[config.mk]
export PLATFORM = sky130hd
export DESIGN_NAME = pio_fifo_pair_flat
export DESIGN_NICKNAME = d
export VERILOG_FILES = /design/src/rtl/pio_fifo_pair_if.sv /design/src/rtl/pio_fifo_pair.sv /design/src/flat_wrapper.sv
export SDC_FILE = /design/constraint.sdc
export NUM_CORES = 1
export LEC_CHECK = 0
export CAP_MARGIN = 30
export CORE_ASPECT_RATIO = 0.5
export CORE_MARGIN = 2
export CORE_UTILIZATION = 25
export CTS_BUF_LIST = sky130_fd_sc_hd__clkbuf_2
export DETAILED_ROUTE_END_ITERATION = 8
export GPL_ROUTABILITY_DRIVEN = 0
export PLACE_DENSITY = 0.48
export SYNTH_ARGS = -nofsm -noshare
export SYNTH_HDL_FRONTEND = slang
export SYNTH_SLANG_ARGS = --single-unit
[constraint.sdc]
create_clock -name clk -period 10.89 [get_ports clk]
set_clock_uncertainty 0.2 [all_clocks]
set_input_delay 1.089 -clock clk [delete_from_list [all_inputs] [get_ports clk]]
set_output_delay 1.089 -clock clk [all_outputs]
set_load 0.05 [all_outputs]
[src/rtl/pio_fifo_pair_if.sv]
// PIO FIFO pair bus: TX/RX push-pull ports, join config and sticky flags.
// The system side drives TX and drains RX; the machine side does the opposite.
interface pio_fifo_pair_if #(
  parameter int WIDTH = 32,
  parameter int DEPTH = 4
);
  localparam int LW = $clog2(2*DEPTH)+1;

  logic             join_tx;
  logic             join_rx;
  logic             tx_push;
  logic [WIDTH-1:0] tx_din;
  logic             tx_pull;
  logic [WIDTH-1:0] tx_dout;
  logic             tx_empty;
  logic             tx_full;
  logic [LW-1:0]    tx_level;
  logic             rx_push;
  logic [WIDTH-1:0] rx_din;
  logic             rx_pull;
  logic [WIDTH-1:0] rx_dout;
  logic             rx_empty;
  logic             rx_full;
  logic [LW-1:0]    rx_level;
  logic [3:0]       flags;
  logic [3:0]       flags_clr;

  modport master (
    output join_tx, join_rx,
    output tx_push, tx_din, tx_pull,
    output rx_push, rx_din, rx_pull,
    output flags_clr,
    input  tx_dout, tx_empty, tx_full, tx_level,
    input  rx_dout, rx_empty, rx_full, rx_level,
    input  flags
  );

  modport slave (
    input  join_tx, join_rx,
    input  tx_push, tx_din, tx_pull,
    input  rx_push, rx_din, rx_pull,
    input  flags_clr,
    output tx_dout, tx_empty, tx_full, tx_level,
    output rx_dout, rx_empty, rx_full, rx_level,
    output flags
  );
endinterface

[src/rtl/pio_fifo_pair.sv]
// TX/RX FIFO pair sharing two DEPTH banks; a join hands both banks to one side.
// Side 0 is TX, side 1 is RX; a mode change flushes both sides for one cycle.
module pio_fifo_pair #(
  parameter int WIDTH = 32,
  parameter int DEPTH = 4
) (
  input  logic clk,
  input  logic reset,
  pio_fifo_pair_if.slave bus
);
  localparam int N  = 2*DEPTH;
  localparam int PW = $clog2(N);
  localparam int LW = PW+1;

  typedef enum logic [1:0] {
    M_NORM,
    M_TXJ,
    M_RXJ
  } mode_e;

  mode_e mode_q, mode_d;
  logic  flush;

  logic [WIDTH-1:0] mem [N];

  logic [LW-1:0]    cap   [2];
  logic [PW-1:0]    base  [2];
  logic [LW-1:0]    lvl_q [2];
  logic [LW-1:0]    lvl_n [2];
  logic [PW-1:0]    wp_q  [2];
  logic [PW-1:0]    rp_q  [2];
  logic [PW-1:0]    waddr [2];
  logic [PW-1:0]    raddr [2];
  logic [WIDTH-1:0] din   [2];
  logic [WIDTH-1:0] dout  [2];

  logic [1:0] push, pull;
  logic [1:0] empty, full;
  logic [1:0] acc, take;
  logic [1:0] over, under;
  logic [3:0] flags_q;

  function automatic logic [PW-1:0] bump(
    input logic [PW-1:0] p,
    input logic [LW-1:0] c
  );
    logic [LW-1:0] s;
    s = {1'b0, p} + 1'b1;
    return (s == c) ? '0 : s[PW-1:0];
  endfunction

  always_comb begin
    mode_d = M_NORM;
    unique case (1'b1)
      (bus.join_tx == bus.join_rx): mode_d = M_NORM;
      (bus.join_tx & ~bus.join_rx): mode_d = M_TXJ;
      (bus.join_rx & ~bus.join_tx): mode_d = M_RXJ;
    endcase
  end

  assign flush = (mode_q != mode_d);

  assign push = {bus.rx_push, bus.tx_push};
  assign pull = {bus.rx_pull, bus.tx_pull};
  assign din[0] = bus.tx_din;
  assign din[1] = bus.rx_din;

  // RX lives in the upper bank unless a join gives the whole ring to one side
  always_comb begin
    cap[0]  = LW'(DEPTH);
    cap[1]  = LW'(DEPTH);
    base[0] = '0;
    base[1] = PW'(DEPTH);
    unique case (mode_d)
      M_TXJ: begin
        cap[0]  = LW'(N);
        cap[1]  = '0;
        base[1] = '0;
      end
      M_RXJ: begin
        cap[0]  = '0;
        cap[1]  = LW'(N);
        base[1] = '0;
      end
      default: ;
    endcase
  end

  always_comb begin
    for (int i = 0; i < 2; i++) begin
      empty[i] = (lvl_q[i] == '0);
      full[i]  = (lvl_q[i] == cap[i]);
      take[i]  = ~flush & pull[i] & ~empty[i];
      acc[i]   = ~flush & push[i] & (~full[i] | take[i]);
      over[i]  = ~flush & push[i] & ~acc[i];
      under[i] = ~flush & pull[i] & empty[i];
      lvl_n[i] = lvl_q[i] + LW'(acc[i]) - LW'(take[i]);
      waddr[i] = base[i] + wp_q[i];
      raddr[i] = base[i] + rp_q[i];
      dout[i]  = empty[i] ? '0 : mem[raddr[i]];
    end
  end

  always_ff @(posedge clk) begin
    mode_q <= mode_d;
    if (reset) begin
      flags_q <= '0;
      for (int i = 0; i < 2; i++) begin
        lvl_q[i] <= '0;
        wp_q[i]  <= '0;
        rp_q[i]  <= '0;
      end
    end else begin
      flags_q <= (flags_q & ~bus.flags_clr) |
                 {under[1], over[1], under[0], over[0]};
      for (int i = 0; i < 2; i++) begin
        if (flush) begin
          lvl_q[i] <= '0;
          wp_q[i]  <= '0;
          rp_q[i]  <= '0;
        end else begin
          lvl_q[i] <= lvl_n[i];
          if (acc[i])  wp_q[i] <= bump(wp_q[i], cap[i]);
          if (take[i]) rp_q[i] <= bump(rp_q[i], cap[i]);
        end
      end
    end
  end

  always_ff @(posedge clk) begin
    for (int i = 0; i < 2; i++)
      if (acc[i] & ~reset) mem[waddr[i]] <= din[i];
  end

  assign bus.tx_dout  = dout[0];
  assign bus.tx_empty = empty[0];
  assign bus.tx_full  = full[0];
  assign bus.tx_level = lvl_q[0];
  assign bus.rx_dout  = dout[1];
  assign bus.rx_empty = empty[1];
  assign bus.rx_full  = full[1];
  assign bus.rx_level = lvl_q[1];
  assign bus.flags    = flags_q;
endmodule

[src/flat_wrapper.sv]
// flat-port wrapper written by rule: the top's interface ports become plain ports
module pio_fifo_pair_flat 
#(
  parameter int WIDTH = 32,
  parameter int DEPTH = 4
)
  (clk, reset, bus_join_tx, bus_join_rx, bus_tx_push, bus_tx_din, bus_tx_pull, bus_rx_push, bus_rx_din, bus_rx_pull, bus_flags_clr, bus_tx_dout, bus_tx_empty, bus_tx_full, bus_tx_level, bus_rx_dout, bus_rx_empty, bus_rx_full, bus_rx_level, bus_flags);
  pio_fifo_pair_if #(.WIDTH(WIDTH), .DEPTH(DEPTH)) bus_i ();
  input  logic clk;
  input  logic reset;
  input wire logic [$bits(bus_i.join_tx)-1:0] bus_join_tx;
  input wire logic [$bits(bus_i.join_rx)-1:0] bus_join_rx;
  input wire logic [$bits(bus_i.tx_push)-1:0] bus_tx_push;
  input wire logic [$bits(bus_i.tx_din)-1:0] bus_tx_din;
  input wire logic [$bits(bus_i.tx_pull)-1:0] bus_tx_pull;
  input wire logic [$bits(bus_i.rx_push)-1:0] bus_rx_push;
  input wire logic [$bits(bus_i.rx_din)-1:0] bus_rx_din;
  input wire logic [$bits(bus_i.rx_pull)-1:0] bus_rx_pull;
  input wire logic [$bits(bus_i.flags_clr)-1:0] bus_flags_clr;
  output wire logic [$bits(bus_i.tx_dout)-1:0] bus_tx_dout;
  output wire logic [$bits(bus_i.tx_empty)-1:0] bus_tx_empty;
  output wire logic [$bits(bus_i.tx_full)-1:0] bus_tx_full;
  output wire logic [$bits(bus_i.tx_level)-1:0] bus_tx_level;
  output wire logic [$bits(bus_i.rx_dout)-1:0] bus_rx_dout;
  output wire logic [$bits(bus_i.rx_empty)-1:0] bus_rx_empty;
  output wire logic [$bits(bus_i.rx_full)-1:0] bus_rx_full;
  output wire logic [$bits(bus_i.rx_level)-1:0] bus_rx_level;
  output wire logic [$bits(bus_i.flags)-1:0] bus_flags;
  assign bus_i.join_tx = bus_join_tx;
  assign bus_i.join_rx = bus_join_rx;
  assign bus_i.tx_push = bus_tx_push;
  assign bus_i.tx_din = bus_tx_din;
  assign bus_i.tx_pull = bus_tx_pull;
  assign bus_i.rx_push = bus_rx_push;
  assign bus_i.rx_din = bus_rx_din;
  assign bus_i.rx_pull = bus_rx_pull;
  assign bus_i.flags_clr = bus_flags_clr;
  assign bus_tx_dout = bus_i.tx_dout;
  assign bus_tx_empty = bus_i.tx_empty;
  assign bus_tx_full = bus_i.tx_full;
  assign bus_tx_level = bus_i.tx_level;
  assign bus_rx_dout = bus_i.rx_dout;
  assign bus_rx_empty = bus_i.rx_empty;
  assign bus_rx_full = bus_i.rx_full;
  assign bus_rx_level = bus_i.rx_level;
  assign bus_flags = bus_i.flags;
  pio_fifo_pair #(.WIDTH(WIDTH), .DEPTH(DEPTH)) u_core (.clk(clk), .reset(reset), .bus(bus_i));
endmodule
==> results of run 1 <==
## through the flow
step	instances	hold slack, ps
final	2226	290
after global routing	2225	337
after CTS	2219	294
after detailed placement	2091	283
after global placement	2091	277
after floorplan	1083	438
## final timing paths
path	start	end	slack, ps
max	bus_join_rx	bus_rx_dout[21]	4770
min	u_core.bus.flags[0]	u_core.bus.flags[0]	290
max reg2reg	u_core.mode_q[1]	u_core.mem[6][1]	6490
min reg2reg	u_core.bus.flags[0]	u_core.bus.flags[0]	290
## synth_stat cells (3+ instances only)
| master | n | share of area |
|---|---|---|
| xor2_1 | 7 | 0.0037 |
| buf_2 | 32 | 0.0095 |
| dfxtp_1 | 6 | 0.0072 |
| edfxtp_1 | 276 | 0.49 |
| nor4b_1 | 4 | 0.0021 |
| and2_1 | 6 | 0.0022 |
| mux2_2 | 198 | 0.13 |
| a32oi_1 | 3 | 0.0016 |
| buf_1 | 9 | 0.0020 |
| nor3_1 | 4 | 0.0012 |
| and3_1 | 4 | 0.0015 |
| o21ai_0 | 3 | 0.00089 |
| nor2_1 | 46 | 0.010 |
| nand2_1 | 74 | 0.017 |
| inv_1 | 23 | 0.0051 |
| clkbuf_1 | 32 | 0.0072 |
| xnor2_1 | 13 | 0.0068 |
| mux2_4 | 58 | 0.052 |
| ha_1 | 16 | 0.012 |
| a21oi_1 | 36 | 0.011 |
| a2111oi_0 | 3 | 0.0016 |
| nand3_1 | 4 | 0.0012 |
| mux2i_1 | 32 | 0.019 |
| nor2b_1 | 3 | 0.0011 |
| nand4_1 | 10 | 0.0037 |
| buf_6 | 6 | 0.0040 |
| nand2b_1 | 10 | 0.0037 |
| and3b_1 | 3 | 0.0016 |
| o31ai_1 | 6 | 0.0027 |
| mux4_2 | 128 | 0.17 |
## critical path: cells and delay by family
kind / cells / cell delay (ps)
compound gates: 1 / 290
simple gates: 1 / 80
fa+ha+maj: 1 / 770
xor+xnor: 1 / 750
buf+inv: 4 / 1800
## power by group through the flow
| stage | clock [W] | combinational (W) | sequential (W) |
|---|---|---|---|
| finish | 0.000741 | 0.000818 | 0.00124 |
| global route | 0.000821 | 0.000864 | 0.00125 |
| CTS | 0.000769 | 0.000829 | 0.00124 |
| detailed placement | 0 | 0.000826 | 0.00127 |
| global placement | 0 | 0.000823 | 0.00127 |
| floorplan | 0 | 0.000529 | 0.00127 |
## metal layers
layer,share of wire,routed length [um]
met1,0.40,20800
met2,0.54,28200
met3,0.040,2110
met4,0.023,1220
met5,0,0
## flip-flops by register name, indices dropped and copies added, names as in the netlist
register and count:
u_core.mem 256, u_core.lvl_q 8, u_core.rp_q 6, u_core.wp_q 6, u_core.bus.flags 4, u_core.mode_q 2
## logic make-up (layout without fill, tap and decap cells)
logic type	Yosys count	after routing	share of synthesized area
XOR/XNOR	20	20	0.0104
AND/OR/NAND/NOR	174	174	0.0479
multiplexers	416	416	0.375
other	1	15	0.000223
AO/OA/AOI/OAI	62	62	0.0227
buffers and inverters	103	342	0.0281
flip-flops	282	282	0.501
adder cells (fa/ha/maj)	18	18	0.0143
## cell type report
class / count / area (um2) / share of cell area
Sequential cell: 282 / 8410 / 0.417
Antenna cell: 7 / 17.5 / 0.000869
Timing Repair Buffer: 190 / 1810 / 0.0900
Multi-Input combinational cell: 698 / 8060 / 0.400
Tap cell: 897 / 1120 / 0.0557
Clock inverter: 8 / 33.8 / 0.00168
Clock buffer: 120 / 601 / 0.0298
Inverter: 24 / 90.1 / 0.00447
==> metrics.md, run 1 <==
| Metric | Value |
|---|---|
| Global-route wire length before repair | 76.2 mm |
| CTS max path bufs | 3 |
| Syn_area_per_cell | 15.6 um2 |
| Die height | 187 um |
| Reg power frac | 0.444 |
| P per Cell Area | 139 nW/um2 |
| Ys async rst share | 0 |
| Util after Layout | 0.302 |
| Clock transition at the registers of the reported paths | 80 ps |
| Combinational power share | 0.292 |
| Seq cells post-synth | 282 |
| Vias per cell | 4.82 |
| CTS hold repair buffers | 0 |
| Max-Cap Viols | 0 |
| Cell variety after synth | 45 |
| RSZ-0062 raised after global routing | false |
| Share of layout cells above drive strength 1 | 0.420 |
| Peak VDD IR | 0.0554 mV |
| Num Clock Sinks | 282 |
| Critical path class | input pin to output pin |
| Worst Max-Slew Pin Slew | 984 ps |
| Design Area, Final | 20100 um2 |
| Most common flop cell mapped by yosys | edfxtp_1 |
| Final worst-path cycle share | 0.562 |
| Synth-to-Final Area Change | 20.0% |
| Slew margin rel. | 0.342 |
| Final WS setup | 4770 ps |
| Hold Crit Class | flop to flop |
| Most frequent cells in the layout | edfxtp_1 (276), mux2_2 (198), clkdlybuf4s50_1 (155) |
| Met2 Use GR | 0.276 |
| GRT overflow | 0 |
| Status | complete, no violations |
| Number of flops mapped to enable cells by yosys | 276 |
| Core area | 66700 um2 |
| Initial antenna violation count | 8 |
| Critical path peak fanout | 19 |
| # setup viols final | 0 |
| Slowest Stage Delay on Critical Path | 880 ps |
| Syn. warnings | 0 |
| CP max stage cell | clkdlybuf4s50_1 |
| CTS Root Cell | clkbuf_2 |
| DRT iter0 DRCs | 644 |
| Vias in the first global route | 11500 |
| P_int | 0.00183 W |
| CTS tree | built |
| Final nets | 1369 |
| Endpoint class of the critical path | output pin |
| Clock power frac | 0.264 |
| Final Hold Viols | 0 |
| Most frequent CP cell | clkdlybuf4s50_1 |
| Area after DPL | 19500 um2 |
| Post-synth design cell area | 16800 um2 |
| Layer with the highest usage | met2 |
| Fin crit period | 6120 ps |
| Net Switching | 0.000971 W |
| Dpl ws | 4730 ps |
| Fillcell total | 6717 |
| TNS Setup | 0 ps |
| Total CTS buffers | 79 |
| Post-synthesis cell count | 1076 |
| Met1 GRT Util | 0.176 |
| Power, Total | 0.00280 W |
| Startpoint class of the critical path | input pin |
| Switching share of total power | 0.347 |
| Residual DRC count | 0 |
| Die ar. | 69400 um2 |
| Critical Path RT | 9600 ps |
| Cells on worst reg2reg path | 5 |
| Sequential element share of the synthesized area | 0.501 |
| DR vias | 10700 |
| Leakage | 6.88 nW |
| Hold depth | 2 |
| Largest net degree at the start of global routing | 51 |
| Num rows | 67 |
| H-tree depth | 3 |
| Resized cells post-CTS | 0 |
| Final WL | 52.4 mm |
| Pre-antenna DRT Iters | 4 |
| Tot GR Track Use | 0.150 |
| Antenna-violating nets left | 0 |
| Top-level I/O count | 156 |
| FMAX | 0.163 GHz |
| Commonest non-fill, non-tap cell in the layout | edfxtp_1 |
| WP data arrival | 4830 ps |
| Postcts setup bufs | 0 |
| Detail Placement HPWL | 31.7 mm |
| Met3 Track Usage GR | 0.0228 |
| CP cell instances | clkdlybuf4s50_1 > inv_1 > ha_1 > xor2_4 > buf_4 > nand2_1 > a21oi_1 > clkdlybuf4s50_1 |
| Routed WL per cell | 23.5 um |
| Clk_lat worst skew | 940 ps |
| Pins Over Slew Limit | 0 |
| I/O Buffers | 155 |
| Die W | 370 um |
| Effective utilization at floorplan | 0.252 |
Power figures use the tool's default switching activity.
==> run 2, diff against run 1 <==
==> constraint.sdc (replaced) <==
create_clock -name clk -period 5.9 [get_ports clk]
set_clock_uncertainty 0.2 [all_clocks]
set_input_delay 0.59 -clock clk [delete_from_list [all_inputs] [get_ports clk]]
set_output_delay 0.59 -clock clk [all_outputs]
set_load 0.05 [all_outputs]
==> run 2 against run 1 <==
Effect of this change:
- largest cell class unchanged
- sequential power up 85%
- non-clock buffer count up 19
- routed wire length up 2.3%
- final cell count up 1.3%
- critical path depth down 1
==> metrics.md, run 2 (synthesized netlist as in run 1, its figures left out) <==
| Metric | Value |
|---|---|
| Hold slack | 195 ps |
| Final WS setup | 1020 ps |
| RSZ-0062 raised after global routing | false |
| FMAX | 0.205 GHz |
| Slowest Stage Delay on Critical Path | 870 ps |
| P per Cell Area | 260 nW/um2 |
| Endpoint class of the critical path | output pin |
| Tot GR Track Use | 0.153 |
| R2r setup slk | 2460 ps |
| Total CTS buffers | 78 |
| Global-route wire length before repair | 78.2 mm |
| I/O Buffers | 155 |
| Cells on worst reg2reg path | 7 |
| DR vias | 10900 |
| Initial antenna violation count | 7 |
| Final Hold Viols | 0 |
| CP max stage cell | clkdlybuf4s50_1 |
| Hold worst-path end | u_core.bus.flags[1] |
| Die W | 370 um |
| Hold depth | 3 |
| R2r endpoint | u_core.mem[3][14] |
| Worst Max-Slew Pin Slew | 942 ps |
| Pins Over Slew Limit | 0 |
| CP cell instances | inv_1 > ha_1 > nand2_1 > clkinv_1 > buf_4 > nor2_1 > clkdlybuf4s50_1 |
| Share of layout cells above drive strength 1 | 0.425 |
| Antenna-violating nets left | 0 |
| Power, Total | 0.00534 W |
| Reg2reg start | u_core.lvl_q[1][2] |
| Critical path class | flop to output pin |
| Max reg flops | 256 |
| Fin crit period | 4880 ps |
| GRT overflow | 0 |
| CTS max path bufs | 3 |
| Hold Crit Class | input pin to flop |
| Peak VDD IR | 0.0846 mV |
| Clk_lat worst skew | 970 ps |
| Effective utilization at floorplan | 0.252 |
| Final WL | 53.5 mm |
| Die ar. | 69400 um2 |
| Largest net degree at the start of global routing | 51 |
| Slew margin rel. | 0.369 |
| Final nets | 1387 |
| Pre-antenna DRT Iters | 4 |
| Vias in the first global route | 11900 |
| Routed WL per cell | 23.7 um |
| Most frequent cells in the layout | edfxtp_1 (276), mux2_2 (198), clkdlybuf4s50_1 (155) |
| Top-level I/O count | 156 |
| Synth-to-Final Area Change | 22.2% |
| DRT iter0 DRCs | 671 |
| Residual DRC count | 0 |
| Num rows | 67 |
| Vias per cell | 4.83 |
| Dpl ws | 1330 ps |
| Design Area, Final | 20500 um2 |
| Area after DPL | 19700 um2 |
| Max-Cap Viols | 0 |
| Critical Path RT | 5110 ps |
| Hold Path Origin | bus_tx_pull |
| CTS Root Cell | clkbuf_2 |
| Commonest non-fill, non-tap cell in the layout | edfxtp_1 |
| Final worst-path cycle share | 0.826 |
| Postcts setup bufs | 0 |
| Die height | 187 um |
| WP data arrival | 4090 ps |
| TNS Setup | 0 ps |
| Startpoint class of the critical path | flop |
| CTS tree | built |
| Detail Placement HPWL | 33.2 mm |
| Clock transition at the registers of the reported paths | 100 ps |
| H-tree depth | 3 |
| Num Clock Sinks | 282 |
| Leakage | 7.07 nW |
| # setup viols final | 0 |
| Critical path peak fanout | 12 |
| Status | complete, no violations |
| Core area | 66700 um2 |
==> run 2: cell count changes in the layout (fill, tap and decap cells not counted) <==
| cell | delta |
|---|---|
| buf_4 | +5 |
| clkinv_1 | +5 |
| dlygate4sd3_1 | +5 |
| buf_12 | +4 |
| buf_16 | +3 |
| clkinv_2 | +3 |
| buf_8 | +2 |
| bufinv_16 | +2 |
| clkbuf_2 | +2 |
| clkinvlp_4 | -1 |
| diode_2 | -1 |
==> run 2: metrics by stage <==
stage | utilization | std cells
2_1_floorplan | - | 1083
3_3_place_gp | 0.294 | 2100
3_5_place_dp | 0.295 | 2104
4_1_cts | 0.307 | 2248
5_1_grt | 0.308 | 2255
6_report | 0.308 | 2255
==> run 2: layout make-up <==
type                    instances  area [um2]
fillers                      6706       46200
flip-flops and latches        282        8410
multi-input cells             698        8060
repair buffers                209        2090
well taps                     897        1120
clock buffers                 122         611
clock inverters                17         120
inverters                      24        90.1
diodes                          6        15.0
==> run 2: layer usage <==
| metal | wire (um) | track usage | part of all wire |
|---|---|---|---|
| met1 | 21700 | 0.182 | 0.41 |
| met2 | 28200 | 0.276 | 0.53 |
| met5 | 0 | 0 | 0 |
| met3 | 1940 | 0.0265 | 0.036 |
| met4 | 1630 | 0.0575 | 0.030 |
==> run 2: worst max-delay path by stage <==
stage                            start               end  slack [ps]
CTS                 u_core.lvl_q[0][2]    bus_tx_dout[0]         980
detailed placement         bus_join_rx    bus_rx_dout[9]        1330
finish              u_core.lvl_q[0][2]    bus_tx_dout[0]        1020
global placement           bus_join_rx   bus_rx_dout[21]        1280
floorplan                  bus_join_rx  u_core.mem[1][0]         130
global route        u_core.lvl_q[0][2]    bus_tx_dout[0]         850
==> run 2: what timing repair did <==
action,4_1_cts,5_1_grt
setup endpoints to repair,0,0
hold buffers,5,0
hold endpoints to repair,4,0
resized for setup,0,0
==> run 2: where the power goes <==
part / total (W) / internal (W) / switching [W]
registers: 0.00229 / 0.00226 / 0.0000352
logic: 0.00154 / 0.000615 / 0.000925
clock network: 0.00151 / 0.000628 / 0.000881
total: 0.00534 / 0.00350 / 0.00184
==> run 2: worst max-delay path, delay by kind of cell, from the launching register on <==
family,cells,cell delay (ps)
buf+inv,4,2000
flops,1,460
simple gates,2,410
fa+ha+maj,1,250
==> run 3, diff against run 2 <==
--- a/config.mk
+++ b/config.mk
@@ -12,7 +12,7 @@
 export CTS_BUF_LIST = sky130_fd_sc_hd__clkbuf_2
 export DETAILED_ROUTE_END_ITERATION = 8
 export GPL_ROUTABILITY_DRIVEN = 0
-export PLACE_DENSITY = 0.48
+export PLACE_DENSITY = 0.5
 export SYNTH_ARGS = -nofsm -noshare
 export SYNTH_HDL_FRONTEND = slang
 export SYNTH_SLANG_ARGS = --single-unit
==> constraint.sdc (replaced) <==
create_clock -name clk -period 4.3 [get_ports clk]
set_clock_uncertainty 0.2 [all_clocks]
set_input_delay 0.43 -clock clk [delete_from_list [all_inputs] [get_ports clk]]
set_output_delay 0.43 -clock clk [all_outputs]
set_load 0.05 [all_outputs]
==> run 3 against run 2 <==
Effect of this change:
- sequential share of layout area decreased by 0.80 points
- power increased by 39%
- die area unchanged
- highest routed layer is now met5
==> metrics.md, run 3 (synthesized netlist as in run 1, its figures left out) <==
| Metric | Value |
|---|---|
| Commonest non-fill, non-tap cell in the layout | edfxtp_1 |
| Peak VDD IR | 0.141 mV |
| P per Cell Area | 356 nW/um2 |
| Fin crit period | 4120 ps |
| Worst Max-Slew Pin Slew | 907 ps |
| GRT overflow | 0 |
| Routed WL per cell | 23.1 um |
| Share of layout cells above drive strength 1 | 0.444 |
| Core area | 66700 um2 |
| Pre-antenna DRT Iters | 4 |
| FMAX | 0.243 GHz |
| CTS max path bufs | 3 |
| Most frequent cells in the layout | edfxtp_1 (276), mux2_2 (198), mux4_2 (128) |
| Slew margin rel. | 0.395 |
| Final Hold Viols | 0 |
| Clk_lat worst skew | 960 ps |
| Die height | 187 um |
| Hold Crit Class | input pin to flop |
| Die ar. | 69400 um2 |
| Status | complete, no violations |
| Sequential Area | 8410 um2 |
| Top-level I/O count | 156 |
| Final WL | 52.3 mm |
| Effective utilization at floorplan | 0.252 |
| Footprint of the multi-input gates | 8060 um2 |
| TNS Setup | 0 ps |
| Global-route wire length before repair | 77.6 mm |
| Clock transition at the registers of the reported paths | 100 ps |
| Critical path peak fanout | 19 |
| H-tree depth | 3 |
| Num Clock Sinks | 282 |
| Max reg flops | 256 |
| # setup viols final | 0 |
| Tot GR Track Use | 0.151 |
| Vias per cell | 4.79 |
| Detail Placement HPWL | 31.7 mm |
| Max-Cap Viols | 0 |
| Residual DRC count | 0 |
| I/O Buffers | 155 |
| Util after Layout | 0.314 |
| WP data arrival | 3490 ps |
| Critical path class | flop to output pin |
| Initial antenna violation count | 4 |
| DRT iter0 DRCs | 606 |
| Leakage | 7.26 nW |
| Startpoint class of the critical path | flop |
| Vias in the first global route | 12100 |
| Pins Over Slew Limit | 0 |
| Power, Total | 0.00744 W |
| Die W | 370 um |
| DR vias | 10900 |
| Antenna-violating nets left | 0 |
| Endpoint class of the critical path | output pin |
| Largest net degree at the start of global routing | 49 |
| Final worst-path cycle share | 0.958 |
| Total CTS buffers | 77 |
| Final nets | 1399 |
| Num rows | 67 |
| Synth-to-Final Area Change | 24.7% |
| Critical Path RT | 3670 ps |
| CTS tree | built |
| Resized cells post-CTS | 0 |
| CTS Root Cell | clkbuf_2 |
| Fillcell total | 6629 |
==> run 3: worst max-delay path, cell delays in order, from the launching register on <==
cell and delay [ps]:
edfxtp_1 450, inv_1 100, ha_1 250, nand2_1 170, clkinv_1 110, buf_4 260
nor2_1 310, clkdlybuf4s50_1 860
==> run 3: final cells by class <==
type                       instances  area share
antenna                            5    0.000598
sequential                       282       0.402
timing repair buffer             222       0.121
tap                              897      0.0536
multi-input combinational        698       0.385
inverter                          24     0.00430
clock inverter                    17     0.00460
clock buffer                     120      0.0287
==> run 3: power by group <==
group / switching, W / total (W) / internal [W]
Sequential: 0.0000475 / 0.00315 / 0.00310
Clock: 0.00119 / 0.00198 / 0.000791
Combinational: 0.00131 / 0.00231 / 0.00100
==> run 3: metal layers <==
metal,GRT usage,part of all wire,vias up
li1,-,-,4796
met1,0.185,0.41,5679
met2,0.266,0.52,280
met3,0.0257,0.043,101
met4,0.0554,0.029,2
met5,0,0.00025,-
==> run 3: per-stage QoR <==
step | worst slack [ps] | cells | cell area [um2] | hold WS [ps]
detailed placement | 657 | 2107 | 20100 | 278
finish | 179 | 2265 | 20900 | 81.1
floorplan | -1310 | 1083 | 16800 | 334
CTS | 62.8 | 2260 | 20900 | 1.39
global placement | 664 | 2107 | 20100 | 278
global route | -3.46 | 2265 | 20900 | 5.24
==> run 3: timing repair <==
action / 4_1_cts / 5_1_grt
setup buffers: 0 / 0
hold buffers: 16 / 0
setup endpoints to repair: 0 / 0
endpoints found under the hold margin: 16 / 0
==> run 3: final timing paths <==
check,startpoint,endpoint,slack [ps],cells after the start
worst max-delay path,u_core.lvl_q[0][2],bus_tx_dout[21],180,7
worst min-delay path,bus_rx_din[0],u_core.mem[6][0],80,2
worst max register to register,u_core.lvl_q[0][2],u_core.mem[2][25],1280,7
worst min register to register,u_core.bus.flags[3],u_core.bus.flags[3],320,2
==> variant 1 (flow settings as in run 3) <==
`DEPTH` is set to 4 in 3 places; all go to 8.
--- a/src/rtl/pio_fifo_pair_if.sv
+++ b/src/rtl/pio_fifo_pair_if.sv
@@ -4,3 +4,3 @@
   parameter int WIDTH = 32,
-  parameter int DEPTH = 4
+  parameter int DEPTH = 8
 );
--- a/src/rtl/pio_fifo_pair.sv
+++ b/src/rtl/pio_fifo_pair.sv
@@ -4,3 +4,3 @@
   parameter int WIDTH = 32,
-  parameter int DEPTH = 4
+  parameter int DEPTH = 8
 ) (
--- a/src/flat_wrapper.sv
+++ b/src/flat_wrapper.sv
@@ -4,3 +4,3 @@
   parameter int WIDTH = 32,
-  parameter int DEPTH = 4
+  parameter int DEPTH = 8
 )
Interface: changed (resized bus_rx_level and bus_tx_level); port bits go from 156 to 158. The function was not compared with the original's and may differ.
==> variant 1 against run 3 <==
Cell area rose by 97%; global-route usage rose by 2.1 points; power rose by 93%; non-clock buffer count rose by 204; synthesized area rose by 97%; wire length rose by 130%; register-to-register slack got worse by 1.2 ns; worst setup slack got worse by 0.081 ns; sequential cell count rose by 262; critical endpoint is now u_core.mem[7][19].
==> variant 1: results (changes against run 3) <==
Critical path
  – Reg-to-reg startpoint: u_core.lvl_q[1][2]
  – Max incr delay on CP: 0.62 ns (-0.24 ns)
  – Critical Path Fanout Max: 27 (+8)
  – CP max-delay cell: a2111oi_4
  – WP data arrival: 5.17 ns (+1.68 ns)

Synth
  – Count of cell types in the netlist: 58 (+29%)
  – Sequential fraction of the synthesis area: 0.4918 (-0.009024)
  – Gate Count Post-Synth: 2,249 (+110%)
  – Synth cell count leaders: mux2_2 (587), edfxtp_1 (538), mux2i_1 (162), mux4_2 (160), clkbuf_1 (149)
  – Post-synth EDFFs: 538 (+95%)
  – Top cells by area, synth: edfxtp_1 (49%), mux2_2 (20%), mux4_2 (11%), mux2i_1 (4.9%), clkbuf_1 (1.7%)

Clock tree
  – Clk_lat worst skew: 1.35 ns (+0.39 ns)
  – Hold_buf cts: 104 (+88)
  – CTS Buf Count: 152 (+97%)
  – H-tree depth: 4 (+1)
  – Setup Buffers After CTS: 19 (+19)
  – # resized after CTS: 181 (+181)

Power
  – Int Pwr: 9478 uW (+94%)
  – Tot Pwr: 14,350 uW (+93%)
  – Clock Power: 4120 uW (+110%)
  – Max IR drop VDD: 225.5 uV (+60%)
  – Comb power frac: 0.296 (-0.015)
  – Static Leak: 0.01314 uW (+81%)

Cells and area
  – Finished Layout Cells: 4,487 (+98%)
  – Max FFs per register: 512 (+100%)
  – Share of cells above drive strength 1: 0.4856 (+0.04170)
  – Layout fillers: 13,137 (+98%)
  – Layout Nets: 2,697 (+93%)

GRT
  – GRT Util Overall: 0.1718 (+0.02085)
  – Initial antenna violation count: 5 (+1)
  – Largest net degree at the start of global routing: 75 (+53%)
  – Vias in the first global route: 23,651 (+96%)
  – First-pass GRT wire length: 170,600 um (+120%)

Detailed routing
  – Routed wire length: 119,200 um (+130%)
  – DRT Pass-1 Iters: 5 (+1)
  – Post-DR vias/cell: 5.077 (+5.9%)
  – Detailed router's first-iteration violation count: 1,882 (+210%)

Placed design
  – Placed cells: 4,087 (+94%)
  – DP Worst Slack: 0.1360 ns (-0.5210 ns)
  – I/O Buffers: 157 (+1.3%)
  – HPWL Detailed: 71,260 um (+120%)

Min path
  – Worst Hold Class: in -> reg
  – Hold Crit Start: bus_rx_din[15]

Timing
  – Final setup vio count: 0 (unchanged)
  – Slew margin rel.: 0.3827 (-0.01243)

Run status
  – Status: finished, final reports clean
==> variant 1: cell types whose count changed after synthesis, sizes merged, moves of 47 or more <==
cell / change
buf: +47
clkbuf: +117
edfxtp: +262
mux2: +349
mux2i: +130
nand2: -54
nand3: +103
o22ai: +65
==> variant 1: final timing paths <==
check | endpoint | slack (ns) | cells after the start
max | u_core.mem[7][19] | 0.1 | 12
min reg2reg | u_core.wp_q[0][0] | 0.46 | 1
min | u_core.mem[14][15] | 0.13 | 2
max reg2reg | u_core.mem[7][19] | 0.1 | 12
==> variant 1: per-layer routing <==
metal / vias up / track usage / part of all wire
met5: - / 0 / 0.00023
met3: 178 / 0.02703 / 0.055
met2: 832 / 0.2871 / 0.48
li1: 9790 / - / -
met1: 11977 / 0.2303 / 0.44
met4: 4 / 0.05026 / 0.022
==> variant 1: cells by family after synthesis <==
family / Yosys count / share of synthesized area
xor gates and xnor gates: 30 / 0.008356
adders and majority gates: 26 / 0.01028
AOI/OAI and AO/OA: 204 / 0.04284
DFF: 544 / 0.4918
muxes: 927 / 0.3658
buffers and inverters: 275 / 0.03845
other: 1 / 0.0001133
and+or+nand+nor: 242 / 0.04231
==> variant 1: metrics by stage <==
stage,instance area [um^2],TNS [ns]
floorplan,33130,-6.896
global placement,38080,-2.983
detailed placement,38130,0
CTS,40970,-0.3153
global route,41210,-0.5585
finish,41220,0
==> variant 1: layout make-up <==
| type | instances | share of cell area |
|---|---|---|
| Sequential cell | 544 | 0.3949 |
| Multi-Input combinational cell | 1439 | 0.3917 |
| Timing Repair Buffer | 426 | 0.1212 |
| Tap cell | 1776 | 0.05391 |
| Clock buffer | 222 | 0.02696 |
| Clock inverter | 41 | 0.007954 |
| Inverter | 32 | 0.002975 |
| Antenna cell | 7 | 0.0004250 |
==> variant 2 (config.mk and constraints of run 3) <==
Without the edit above. Put a register stage on the output `bus.rx_level`, without a reset. The value now appears one clock later.
--- a/src/rtl/pio_fifo_pair.sv
+++ b/src/rtl/pio_fifo_pair.sv
@@ -141,3 +141,5 @@
   assign bus.rx_full  = full[1];
-  assign bus.rx_level = lvl_q[1];
+  always_ff @(posedge clk) begin
+    bus.rx_level <= lvl_q[1];
+  end
   assign bus.flags    = flags_q;
Behaviour: not the same (Yosys sat finds a counterexample within 4 cycles, from zero or initial values and one cycle with reset high).
==> variant 2 against run 3 <==
Cell area hardly changed; sequential share of layout area grew 0.41 points; wire length increased by 2.6%; synthesized cell count rose by 0.37%; worst setup slack gained 0.011 ns; synthesized area rose by 0.48%; power is 0.36% higher; non-clock buffer count shrank 13; sequential cell count rose by 4; critical path type unchanged; highest routed layer unchanged.
==> variant 2: results (changes against run 3) <==
Critical path
  – Reg2Reg Depth: 10 (+3)
  – Critical Path Fanout Max: 34 (+15)
  – WP data arrival: 3.48 ns (about the same)
  – Worst R2R End: u_core.lvl_q[1][2]
  – CP Capture Point: bus_tx_dout[3]

Min path
  – Hold Crit Start: bus_tx_din[11]

Cells and area
  – Layout fillers: 6,564 (-0.98%)
  – Layout Nets: 1,393 (-0.43%)

Power
  – Static Leak: 0.007242 uW (-0.24%)
  – Sw power: 2583 uW (+1.2%)
  – Comb power frac: 0.310 (about the same)
  – Max IR drop VDD: 125.1 uV (-11%)

GRT
  – GRT Util Overall: 0.1535 (+0.002609)
  – Largest net degree at the start of global routing: 47 (-4.1%)
  – GR met1 Demand/Resource: 0.1810 (-0.004120)
  – First-pass GRT wire length: 78,480 um (+1.1%)
  – Initial antenna violation count: 6 (+2)
  – Vias in the first global route: 12,180 (+0.73%)
  – Met3 usage: 0.02770 (+0.001996)

Placed design
  – DP Worst Slack: 0.2776 ns (-0.3794 ns)
  – Placed cells: 2,105 (-0.095%)
  – HPWL Detailed: 31,300 um (-1.3%)

Detailed routing
  – Detailed router's first-iteration violation count: 769 (+27%)
  – Wire length per cell: 23.72 um (+2.8%)
  – Met3 WL: 2062 um (-7.5%)
  – M1 wire length: 21,780 um (+1.1%)

Timing
  – Final period utilization: 0.9558 (-0.002567)
  – Worst hold slack: 0.1442 ns (+0.06307 ns)

Synth
  – Post-synthesis mux area share: 0.3737 (-0.001810)
  – Compound-gate portion of the synthesized area: 0.02255 (-0.0001092)
  – Xor/xnor share of the synthesized area: 0.01038 (-0.00005031)

Clock tree
  – Clk_lat worst skew: 0.94 ns (-0.02 ns)

Run status
  – Status: finished, final reports clean
[variant 2: changes by cell type in the layout (fill, tap and decap cells not counted), sizes merged]
cell,before,now
dfxtp,6,10
clkinvlp,1,0
clkbuf,120,124
buf,83,76
inv,23,26
bufinv,1,0
diode,5,4
clkinv,16,17
dlygate4sd3,16,9
[variant 2: repair_timing]
item	in CTS	in global routing
buffers inserted	0	0
endpoints found under the hold margin	5	0
resized for setup	0	2
hold buffers	9	0
endpoints found under the setup margin	0	1
[variant 2: cell type report]
class | instances | area share
Clock inverter | 19 | 0.003469
Timing Repair Buffer | 209 | 0.1175
Sequential cell | 286 | 0.4058
Multi-Input combinational cell | 698 | 0.3854
Antenna cell | 4 | 0.0004785
Tap cell | 897 | 0.05365
Clock buffer | 123 | 0.02943
Inverter | 24 | 0.004306
